## src/rtl/if_fetch_unit_pkg.sv

```systemverilog
// if_fetch_unit_pkg: fetch-stage state encoding and default constants.
package if_fetch_unit_pkg;
  typedef enum logic {S_FETCH = 1'b0, S_VALID = 1'b1} state_t;
  localparam logic [31:0] DEF_RESET_PC  = 32'h0000_0000;
  localparam logic [31:0] DEF_NOP_INSTR = 32'h0000_0000;
  localparam logic [31:0] PC_INC        = 32'd4;
endpackage

```

## src/rtl/if_fetch_unit_pc_reg.sv

```systemverilog
// if_pc_reg: program counter with word-aligned redirect load, increment and hold.
module if_pc_reg
  import if_fetch_unit_pkg::*;
#(
  parameter logic [31:0] RESET_PC = DEF_RESET_PC
) (
  input  logic        clk,
  input  logic        reset,
  input  logic        i_redirect,
  input  logic        i_advance,
  input  logic [31:0] i_target,
  output logic [31:0] o_pc
);
  logic [31:0] r_pc;
  always_ff @(posedge clk) begin
    if (reset) r_pc <= RESET_PC;
    else if (i_redirect) r_pc <= {i_target[31:2], 2'b00};
    else if (i_advance) r_pc <= r_pc + PC_INC;
  end
  assign o_pc = r_pc;
endmodule

```

## src/rtl/if_fetch_unit.sv

```systemverilog
// if_fetch_unit: owns the PC, fetches over req/ready and feeds IF/ID with bubbles when idle.
module if_fetch_unit
  import if_fetch_unit_pkg::*;
#(
  parameter logic [31:0] RESET_PC  = DEF_RESET_PC,
  parameter logic [31:0] NOP_INSTR = DEF_NOP_INSTR,
  parameter int unsigned MAX_WAIT  = 15
) (
  input  logic        clk,
  input  logic        reset,
  input  logic        stall,
  input  logic        redirect_valid,
  input  logic [31:0] redirect_pc,
  output logic        imem_req,
  output logic [31:0] imem_addr,
  input  logic [31:0] imem_rdata,
  input  logic        imem_ready,
  output logic [31:0] RD_IF,
  output logic [31:0] next_PC_IF,
  output logic        fetch_valid,
  output logic        fetch_error,
  output logic [31:0] fetch_count
);
  localparam int WW = $clog2(MAX_WAIT + 1);
  state_t        r_state, w_next;
  logic [31:0]   r_buf, r_count, w_pc;
  logic [WW-1:0] r_wait;
  logic          r_err, w_load, w_advance, w_wait_hit;

  if_pc_reg #(.RESET_PC(RESET_PC)) u_pc (
    .clk        (clk),
    .reset      (reset),
    .i_redirect (redirect_valid),
    .i_advance  (w_advance),
    .i_target   (redirect_pc),
    .o_pc       (w_pc)
  );

  always_ff @(posedge clk) begin
    if (reset) r_state <= S_FETCH;
    else r_state <= w_next;
  end

  // Redirect wins over everything: it kills the request and any word on IF/ID this cycle.
  always_comb begin
    w_next      = r_state;
    imem_req    = 1'b0;
    RD_IF       = NOP_INSTR;
    fetch_valid = 1'b0;
    w_load      = 1'b0;
    w_advance   = 1'b0;
    if (redirect_valid) begin
      w_next = S_FETCH;
    end else if (r_state == S_FETCH) begin
      imem_req = 1'b1;
      w_load   = imem_ready;
      w_next   = imem_ready ? S_VALID : S_FETCH;
    end else begin
      RD_IF       = r_buf;
      fetch_valid = 1'b1;
      w_advance   = !stall;
      w_next      = stall ? S_VALID : S_FETCH;
    end
  end

  assign w_wait_hit = imem_req && !imem_ready && (r_wait == WW'(MAX_WAIT - 1));

  always_ff @(posedge clk) begin
    if (reset) begin
      r_buf   <= NOP_INSTR;
      r_count <= '0;
      r_wait  <= '0;
      r_err   <= 1'b0;
    end else begin
      if (w_load) r_buf <= imem_rdata;
      if (w_advance) r_count <= r_count + 32'd1;
      if (redirect_valid || w_load) r_wait <= '0;
      else if (imem_req && r_wait != WW'(MAX_WAIT)) r_wait <= r_wait + WW'(1);
      if ((redirect_valid && redirect_pc[1:0] != 2'b00) || w_wait_hit) r_err <= 1'b1;
    end
  end

  assign imem_addr   = w_pc;
  assign next_PC_IF  = w_pc + PC_INC;
  assign fetch_error = r_err;
  assign fetch_count = r_count;
endmodule

```

## config.mk

```make
export PLATFORM = sky130hd
export DESIGN_NAME = if_fetch_unit
export DESIGN_NICKNAME = d
export VERILOG_FILES = /design/src/rtl/if_fetch_unit_pkg.sv /design/src/rtl/if_fetch_unit_pc_reg.sv /design/src/rtl/if_fetch_unit.sv
export SDC_FILE = /design/constraint.sdc
export NUM_CORES = 1
export LEC_CHECK = 0
export BUFFER_PORTS_ARGS = -buffer_cell sky130_fd_sc_hd__buf_2
export CAP_MARGIN = 20
export CORE_MARGIN = 8
export CORE_UTILIZATION = 54
export DETAILED_ROUTE_END_ITERATION = 6
export PLACE_DENSITY = 0.95
export SLEW_MARGIN = 15
export SYNTH_ARGS = -nofsm -noshare
export SYNTH_HDL_FRONTEND = slang
export SYNTH_SLANG_ARGS = --single-unit
```

## constraint.sdc

```tcl
create_clock -name clk -period 5.95 [get_ports clk]
set_clock_uncertainty 0.1 [all_clocks]
set_input_delay 1.4875 -clock clk [delete_from_list [all_inputs] [get_ports clk]]
set_output_delay 1.4875 -clock clk [all_outputs]
set_load 0.01 [all_outputs]
```

==> results of run 1 <==
-- area by class of cell --
| cell class | instances | area share |
|---|---|---|
| tap | 133 | 0.02535 |
| clock inverter | 7 | 0.01372 |
| timing repair buffer | 201 | 0.1567 |
| clock buffer | 9 | 0.01887 |
| multi-input combinational | 517 | 0.4689 |
| sequential | 100 | 0.3050 |
| inverter | 20 | 0.01144 |
-- through the flow --
| stage | total power, mW | util | hold WS, ps |
|---|---|---|---|
| 2_1_floorplan | 0.8342 | - | 331.7 |
| 3_3_place_gp | 0.9018 | 0.6511 | 339.5 |
| 3_5_place_dp | 0.9058 | 0.6511 | 343.3 |
| 4_1_cts | 1.371 | 0.6731 | 357.3 |
| 5_1_grt | 1.419 | 0.6746 | 369.8 |
| 6_report | 1.360 | 0.6746 | 356.7 |
-- report_power, final --
| group | internal [mW] | switching [mW] |
|---|---|---|
| combinational | 0.0715 | 0.0907 |
| sequential | 0.695 | 0.0362 |
| clock | 0.207 | 0.259 |
| total | 0.973 | 0.386 |
-- per-layer routing --
metal  vias up  global-route usage
li1       2767                   -
met1      2577              0.2680
met2       238              0.3661
met3        27             0.06670
met4         0             0.07433
met5         -                   0
-- sequential cells by signal (all words and copies together), names as in the netlist --
signal / flops
r_state: 1
u_pc.o_pc: 30
r_wait: 4
r_buf: 32
fetch_error: 1
fetch_count: 32
-- critical path, cell delays in order, from the launching register on --
cell and delay, ps:
dfxtp_1 490, nand3_1 380, or3_1 690, or4_1 580, xnor2_1 140, buf_2 150
-- cells by family (layout without fill, tap and decap cells) --
family	count (synthesis)	count (layout)	share of synthesized area
compound gates	126	126	0.1505
xor+xnor	49	49	0.07964
fa+ha+maj	4	4	0.009288
buf+inv	78	237	0.05944
flops	100	100	0.3715
mux	4	4	0.008126
other cells	1	4	0.0006959
simple gates	330	330	0.3209
-- cells in the final DEF (no fill, tap or decap), types with 7 or more instances in the layout --
master      n
or3_1      17
and2_1     34
nand2_1   102
and4_1      7
a211oi_1   10
nor2_1     51
or4_1      24
o31ai_1    21
dfxtp_1   100
nor2b_1     8
xor2_1     17
clkbuf_8    9
inv_1      20
buf_2     195
nand4_1    23
nor3_1     12
o21ai_0    12
nor4_1     17
a21oi_1    55
a311oi_1   17
nand3_1    18
xnor2_1    32
-- path summary, 6_finish.rpt --
check / start / cells after the start / end / slack (ps)
setup / recovery: u_pc.o_pc[6] / 5 / next_PC_IF[27] / 1560
hold reg to reg: r_buf[0] / 2 / r_buf[0] / 360
hold / removal: r_buf[0] / 2 / r_buf[0] / 360
setup reg to reg: r_state / 4 / u_pc.o_pc[26] / 3120
==> qor.csv, run 1 <==
metric,value,unit
status,"finished, final reports clean",
irDropWorstVdd,0.1464,mV
setup_violations,0,
die-width,115.9,um
power_leakage,2.698,nW
synth.area.top_cells,"dfxtp_1 37%, nand2_1 7.1%, xnor2_1 5.2%, a21oi_1 5.1%, and2_1 3.9%",
portBuffers,195,
row_count,36,
ctsHoldBuffers,0,
area_growth,21.80,%
fin_ws,1556,ps
die_y,115.9,um
grt_pass1_wl,24690,um
fin_crit_sh,0.7385,
drt_wl_total,15410,um
crit_fanout,17,
antenna_found_initial,0,
top_layer_used,met4,
yosysMostFrequentCell,nand2_1,
clkSinkCount,100,
worst_slew_pin_slew,1043,ps
end_kind,primary output,
ys_ff_latch,100,
track_usage,0.2216,
overflow,0,
synthFlopType,dfxtp_1,
dp_hpwl,11390,um
ys_seq_area_frac,0.3715,
fillCellCount,820,
antenna_left,0,
vias,5609,
die_area,0.01343,sq mm
final.setup.tns,0,ps
drtPass1Iterations,5,
wl_met3,1524,um
path_class,reg -> out,
place_inst,970,
placed_area,0.006335,sq mm
antennaDiodeCount,0,
viasPerCell,5.683,
min_period,4394,ps
finalNonFillerCells,987,
cts_max_level,3,
ios,200,
start_util,0.5539,
grt_max_degree,56,
netlist-cell-type-count,44,
seqCellArea,0.002002,sq mm
critPathArrivalTime,2810,ps
final_area,0.006564,sq mm
wl_per_cell,15.61,um
power_per_cell_area,207.1,mW/mm^2
drive_above_1_share,0.2635,
numCtsBuffers,9,
cts-root-buf,clkbuf_8,
synth_common_cells,"102 x nand2_1, 100 x dfxtp_1, 55 x a21oi_1",
gp_congestion,0.8257,
ys_warn_count,0,
cts_tree,done,
cts_resized,0,
synthCells,692,
maxSlewHeadroom,0.2985,
rsz0062_at_grt,no,
cts.clk_slew.worst_paths,110,ps
syn-mean-instance-area,7.787,sq um
nNetsFinal,922,
synthArstFlopShare,0,
synthesis.area,0.005389,sq mm
cap_violations,0,
grt_pass1_vias,5156,
startpoint_type,flop,
finalHoldViolations,0,
insertion_delay,360,ps
clk_path_buf_depth,2,
postCtsSetupBuffers,0,
multi_input_area,0.003078,sq mm
required,4360,ps
drv_slew,0,
drtIter0Drc,529,
route.detailed.drc,0,
timing.fmax,0.2276,GHz
core,0.009729,sq mm
pre_cts_ws,1854,ps
synth.top_cell.area_share,0.3715,
synth_largest_area_cell,dfxtp_1,
synth-edff-count,0,
hold_path_class,reg -> reg,
wl_met2,7219,um
wl_met1,6367,um
(Power assumes the default switching activity.)
==> inputs of run 2 (changes only) <==
Settings changed: CORE_UTILIZATION 54 to 45, PLACE_DENSITY 0.95 to 0.89.
Clock period 5.95 ns to 3.7 ns, I/O delays scaled along.
==> run 2 against run 1 <==
Global-route usage down 2.7 points. Core utilization down 11 points. Critical path type unchanged. Hold slack got worse by 7.6 ps. Largest cell class unchanged. First-iteration DRC count down 8.3%.
==> qor.csv, run 2 (synthesis gave the netlist of run 1 again) <==
metric,value,unit,change
portBuffers,195,,unchanged
cts_tree,done,,
power,2.344,mW,+72%
fin_ws,107.1,ps,-1449 ps
setup_violations,0,,unchanged
die_y,125.4,um,+8.2%
gp_congestion,0.9025,,+9.3%
cts_max_level,3,,unchanged
irDropWorstVdd,0.1772,mV,+21%
drive_above_1_share,0.2706,,+0.007150
place_inst,991,,+2.2%
wl_per_cell,15.89,um,+1.8%
antennaDiodeCount,0,,unchanged
critPathArrivalTime,2570,ps,-240 ps
clkSinkCount,100,,unchanged
row_count,40,,+11%
antenna_left,0,,unchanged
postCtsSetupBuffers,0,,unchanged
numCtsBuffers,9,,unchanged
rsz0062_at_grt,no,,
antenna_found_initial,0,,unchanged
power_per_cell_area,349.3,mW/mm^2,+69%
r2r-end,fetch_count[28],,
final_common_cell,buf_2,,
drtPass1Iterations,5,,unchanged
hold_path_class,reg -> reg,,
holdCritStartpoint,r_buf[2],,
nNetsFinal,929,,+0.76%
path_class,reg -> out,,
whs,349.1,ps,-7.582 ps
start_util,0.4543,,-0.09956
multi_input_area,0.003083,sq mm,+0.16%
fin_crit_sh,0.9710,,
grt_pass1_wl,25670,um,+4.0%
route.detailed.drc,0,,unchanged
cap_violations,0,,unchanged
track_usage,0.1947,,-0.02692
cts-root-buf,clkbuf_16,,
worstPathCellList,nand4_4 > or3_1 > or4_1 > xnor2_1 > buf_2,,
postLayoutCoreUtil,0.5659,,-0.1087
status,"finished, final reports clean",,
insertion_delay,340,ps,-20 ps
ios,200,,unchanged
min_path_cells,2,,unchanged
grt_pass1_vias,5064,,-1.8%
mostFrequentLayoutCells,"194 x buf_2, 102 x nand2_1, 100 x dfxtp_1",,
worst_slew_pin_slew,1055,ps,+12.45 ps
required,2670,ps,-1690 ps
pre_cts_ws,471.8,ps,-1382 ps
core,0.01186,sq mm,+22%
area_growth,24.56,%,
seqCellArea,0.002002,sq mm,unchanged
final_area,0.006713,sq mm,+2.3%
dp_hpwl,11560,um,+1.5%
rr_worst_depth,4,,unchanged
die_area,0.01573,sq mm,+17%
crit_fanout,17,,unchanged
startpoint_type,flop,,
cp_slowest_stage_delay,610,ps,-80 ps
die-width,125.4,um,+8.2%
fillCellCount,1094,,+33%
maxSlewHeadroom,0.2966,,-0.001890
min_period,3593,ps,
overflow,0,,unchanged
finalNonFillerCells,1008,,+2.1%
ff2ff_setup_slack,1170,ps,-1950 ps
timing.fmax,0.2783,GHz,
viasPerCell,5.584,,-1.7%
cts.clk_slew.worst_paths,70,ps,-40 ps
finalHoldViolations,0,,unchanged
cp_slowest_cell,or3_1,,
end_kind,primary output,,
vias,5629,,+0.36%
grt_max_degree,101,,+80%
holdPathEnd,r_buf[2],,
drv_slew,0,,unchanged
drt_wl_total,16020,um,+3.9%
placed_area,0.006407,sq mm,+1.1%
clk_path_buf_depth,2,,unchanged
worstReg2RegStart,fetch_count[8],,
power_leakage,2.765,nW,+2.5%
drtIter0Drc,485,,-8.3%
final.setup.tns,0,ps,unchanged
## run 2: timing repair
action / 4_1_cts / 5_1_grt
setup endpoints to repair: 0 / 3
endpoints found under the hold margin: 0 / 0
hold buffers: 0 / 0
gates resized for setup: 0 / 1
## run 2: final cells by class
cell class,instances,area share
Timing Repair Buffer,208,0.1614
Clock buffer,10,0.03560
Sequential cell,100,0.2982
Inverter,20,0.01118
Clock inverter,6,0.006897
Multi-Input combinational cell,517,0.4593
Tap cell,147,0.02740
## run 2: metal layers
metal / global-route usage / up-vias / wire length [um] / share of wire
met2: 0.3226 / 231 / 7632 / 0.48
met4: 0.08023 / 0 / 307 / 0.019
met3: 0.05227 / 26 / 1281 / 0.080
li1: - / 2784 / - / -
met1: 0.2334 / 2588 / 6796 / 0.42
met5: 0 / - / 0 / 0
## run 2: worst max path at each step
stage	from	endpoint	slack, ps
floorplan	u_pc.o_pc[9]	next_PC_IF[29]	700
detailed placement	u_pc.o_pc[3]	next_PC_IF[24]	470
global placement	u_pc.o_pc[9]	next_PC_IF[27]	580
CTS	u_pc.o_pc[3]	next_PC_IF[24]	90
finish	u_pc.o_pc[9]	next_PC_IF[27]	110
global route	u_pc.o_pc[9]	next_PC_IF[27]	20
## run 2: power by group
group          internal (mW)  switching, mW  leakage [nW]
logic                  0.118          0.154          1.81
clock network          0.480          0.421         0.141
registers               1.12         0.0538         0.817
total                   1.72          0.629          2.76
## run 2: critical path, delay by kind of cell, from the launching register on
family	cells	cell delay, ps
DFF	1	520
xor gates and xnor gates	1	140
and+or+nand+nor	3	1390
buffers and inverters	1	150
==> inputs of run 3 (changes only) <==
Settings changed: GPL_TIMING_DRIVEN set to 0, REMOVE_ABC_BUFFERS set to 1.
==> run 3 against run 2 <==
Cell count is 0.99% lower. Register-to-register slack worse by 370 ps. Worst setup slack worse by 1.1 ps. Non-clock buffer count down 9. Sequential cell count stayed put. Largest power group unchanged. First-iteration DRC count down 8.2%. Power shrank 0.47%. Sequential power about the same.
==> qor.csv, run 3 (synthesis gave the netlist of run 1 again) <==
metric,value,unit,change
path_class,reg -> out,,
portBuffers,195,,unchanged
clk_path_buf_depth,2,,unchanged
cts.clk_slew.worst_paths,70,ps,about the same
nNetsFinal,920,,-0.97%
fin_ws,106.0,ps,-1.121 ps
ff2ff_setup_slack,800,ps,-370 ps
clkSinkCount,100,,unchanged
grt_pass1_vias,5405,,+6.7%
antennaDiodeCount,0,,unchanged
rr_worst_depth,4,,unchanged
drv_slew,0,,unchanged
power_leakage,2.740,nW,-0.89%
route.detailed.drc,0,,unchanged
cp_top_family,simple AND/OR/NAND/NOR gates,,
numCtsBuffers,9,,unchanged
start_util,0.4543,,unchanged
place_inst,981,,-1.0%
core,0.01186,sq mm,unchanged
power_per_cell_area,348.0,mW/mm^2,-0.37%
cp_slowest_cell,or4_4,,
dp_hpwl,11530,um,-0.31%
crit_fanout,13,,-4
ios,200,,unchanged
grt_pass1_wl,26250,um,+2.3%
die_area,0.01573,sq mm,unchanged
placed_area,0.006362,sq mm,-0.70%
min_period,3594,ps,+1.121 ps
drtPass1Iterations,4,,-1
r2r-end,fetch_count[23],,
final_area,0.006706,sq mm,about the same
fin_crit_sh,0.9713,,about the same
worstPathCellList,nand3_2 > or4_4 > nor3_1 > xor2_1 > buf_2,,
cts_max_level,3,,unchanged
die_y,125.4,um,unchanged
timing.fmax,0.2782,GHz,about the same
antenna_found_initial,0,,unchanged
finalHoldViolations,0,,unchanged
crit_buf_inv,1,,unchanged
area_growth,24.45,%,about the same
status,"finished, final reports clean",,
die-width,125.4,um,unchanged
gp_congestion,0.8135,,-9.9%
rsz0062_at_grt,no,,
grt_max_degree,68,,-33%
cts_tree,done,,
worst_slew_pin_slew,963.0,ps,-92.03 ps
irDropWorstVdd,0.1619,mV,-8.6%
finalNonFillerCells,998,,-0.99%
required,2670,ps,about the same
holdPathEnd,r_buf[29],,
end_kind,primary output,,
holdCritStartpoint,r_buf[29],,
postCtsSetupBuffers,0,,unchanged
cp_slowest_stage_delay,710,ps,+100 ps
whs,349.0,ps,-0.1120 ps
cap_violations,0,,unchanged
antenna_left,0,,unchanged
setup_violations,0,,unchanged
cts-root-buf,clkbuf_16,,
critPathArrivalTime,2570,ps,about the same
insertion_delay,340,ps,about the same
drt_wl_total,15920,um,-0.64%
power,2.334,mW,-0.47%
pre_cts_ws,136.8,ps,-335.0 ps
drive_above_1_share,0.2667,,-0.003871
vias,5632,,+0.053%
drtIter0Drc,445,,-8.2%
final_common_cell,buf_2,,
worstReg2RegStart,r_state,,
viasPerCell,5.643,,+1.1%
wl_per_cell,15.95,um,+0.35%
startpoint_type,flop,,
overflow,0,,unchanged
min_path_cells,2,,unchanged
maxSlewHeadroom,0.3521,,+0.05543
row_count,40,,unchanged
track_usage,0.1952,,+0.0005409
hold_path_class,reg -> reg,,
mostFrequentLayoutCells,"194 x buf_2, 102 x nand2_1, 100 x dfxtp_1",,
==> run 3: cell count changes in the layout (fill, tap and decap cells not counted), sizes merged <==
cell	change
buf	-9
inv	-1
clkinv	-1
clkbuf	+1
==> run 3: layout make-up <==
class | instances | area [sq um]
Clock inverter | 4 | 33.78
Clock buffer | 11 | 242.7
Fill cell | 1102 | 5155
Sequential cell | 100 | 2002
Inverter | 20 | 75.07
Timing Repair Buffer | 199 | 1051
Multi-Input combinational cell | 517 | 3118
Tap cell | 147 | 183.9
==> run 3: how the worst max path moves through the flow <==
stage              startpoint              end  slack, ps  depth (start not counted)
4_1_cts          u_pc.o_pc[2]   next_PC_IF[22]        140                          6
6_report         u_pc.o_pc[6]   next_PC_IF[22]        110                          5
5_1_grt          u_pc.o_pc[6]   next_PC_IF[25]          4                          5
3_5_place_dp   redirect_valid  fetch_count[23]        140                          5
2_1_floorplan    u_pc.o_pc[6]   next_PC_IF[27]        520                          4
3_3_place_gp   redirect_valid         RD_IF[1]       -300                          4
==> run 3: where the power goes <==
group          internal (mW)  switching [mW]  total [mW]  leakage [nW]
Combinational          0.119           0.150       0.268          1.79
Sequential              1.12          0.0582        1.18         0.817
Clock                  0.476           0.414       0.890         0.132
Total                   1.71           0.622        2.33          2.74
==> run 3: what timing repair did <==
action / in CTS / in global routing
hold buffers: 0 / 0
setup endpoints to repair: 6 / 3
resized for setup: 4 / 2
==> run 3: per-layer routing <==
layer,vias to the layer above,global-route usage,share of wire
met4,0,0.06662,0.016
met2,232,0.3128,0.46
met3,17,0.07097,0.086
li1,2768,-,-
met1,2615,0.2364,0.43
met5,-,0,0
==> run 3: metrics by stage <==
step	TNS, ps	util
after floorplan	0	-
after global placement	-8895	0.5324
after detailed placement	0	0.5364
after CTS	0	0.5615
after global routing	0	0.5654
final	0	0.5654
==> run 3: worst min-delay path, delay by kind of cell, from the launching register on <==
family           cells  cell delay, ps
AO/OA/AOI/OAI        1              50
flip-flops           1             310
AND/OR/NAND/NOR      1              50
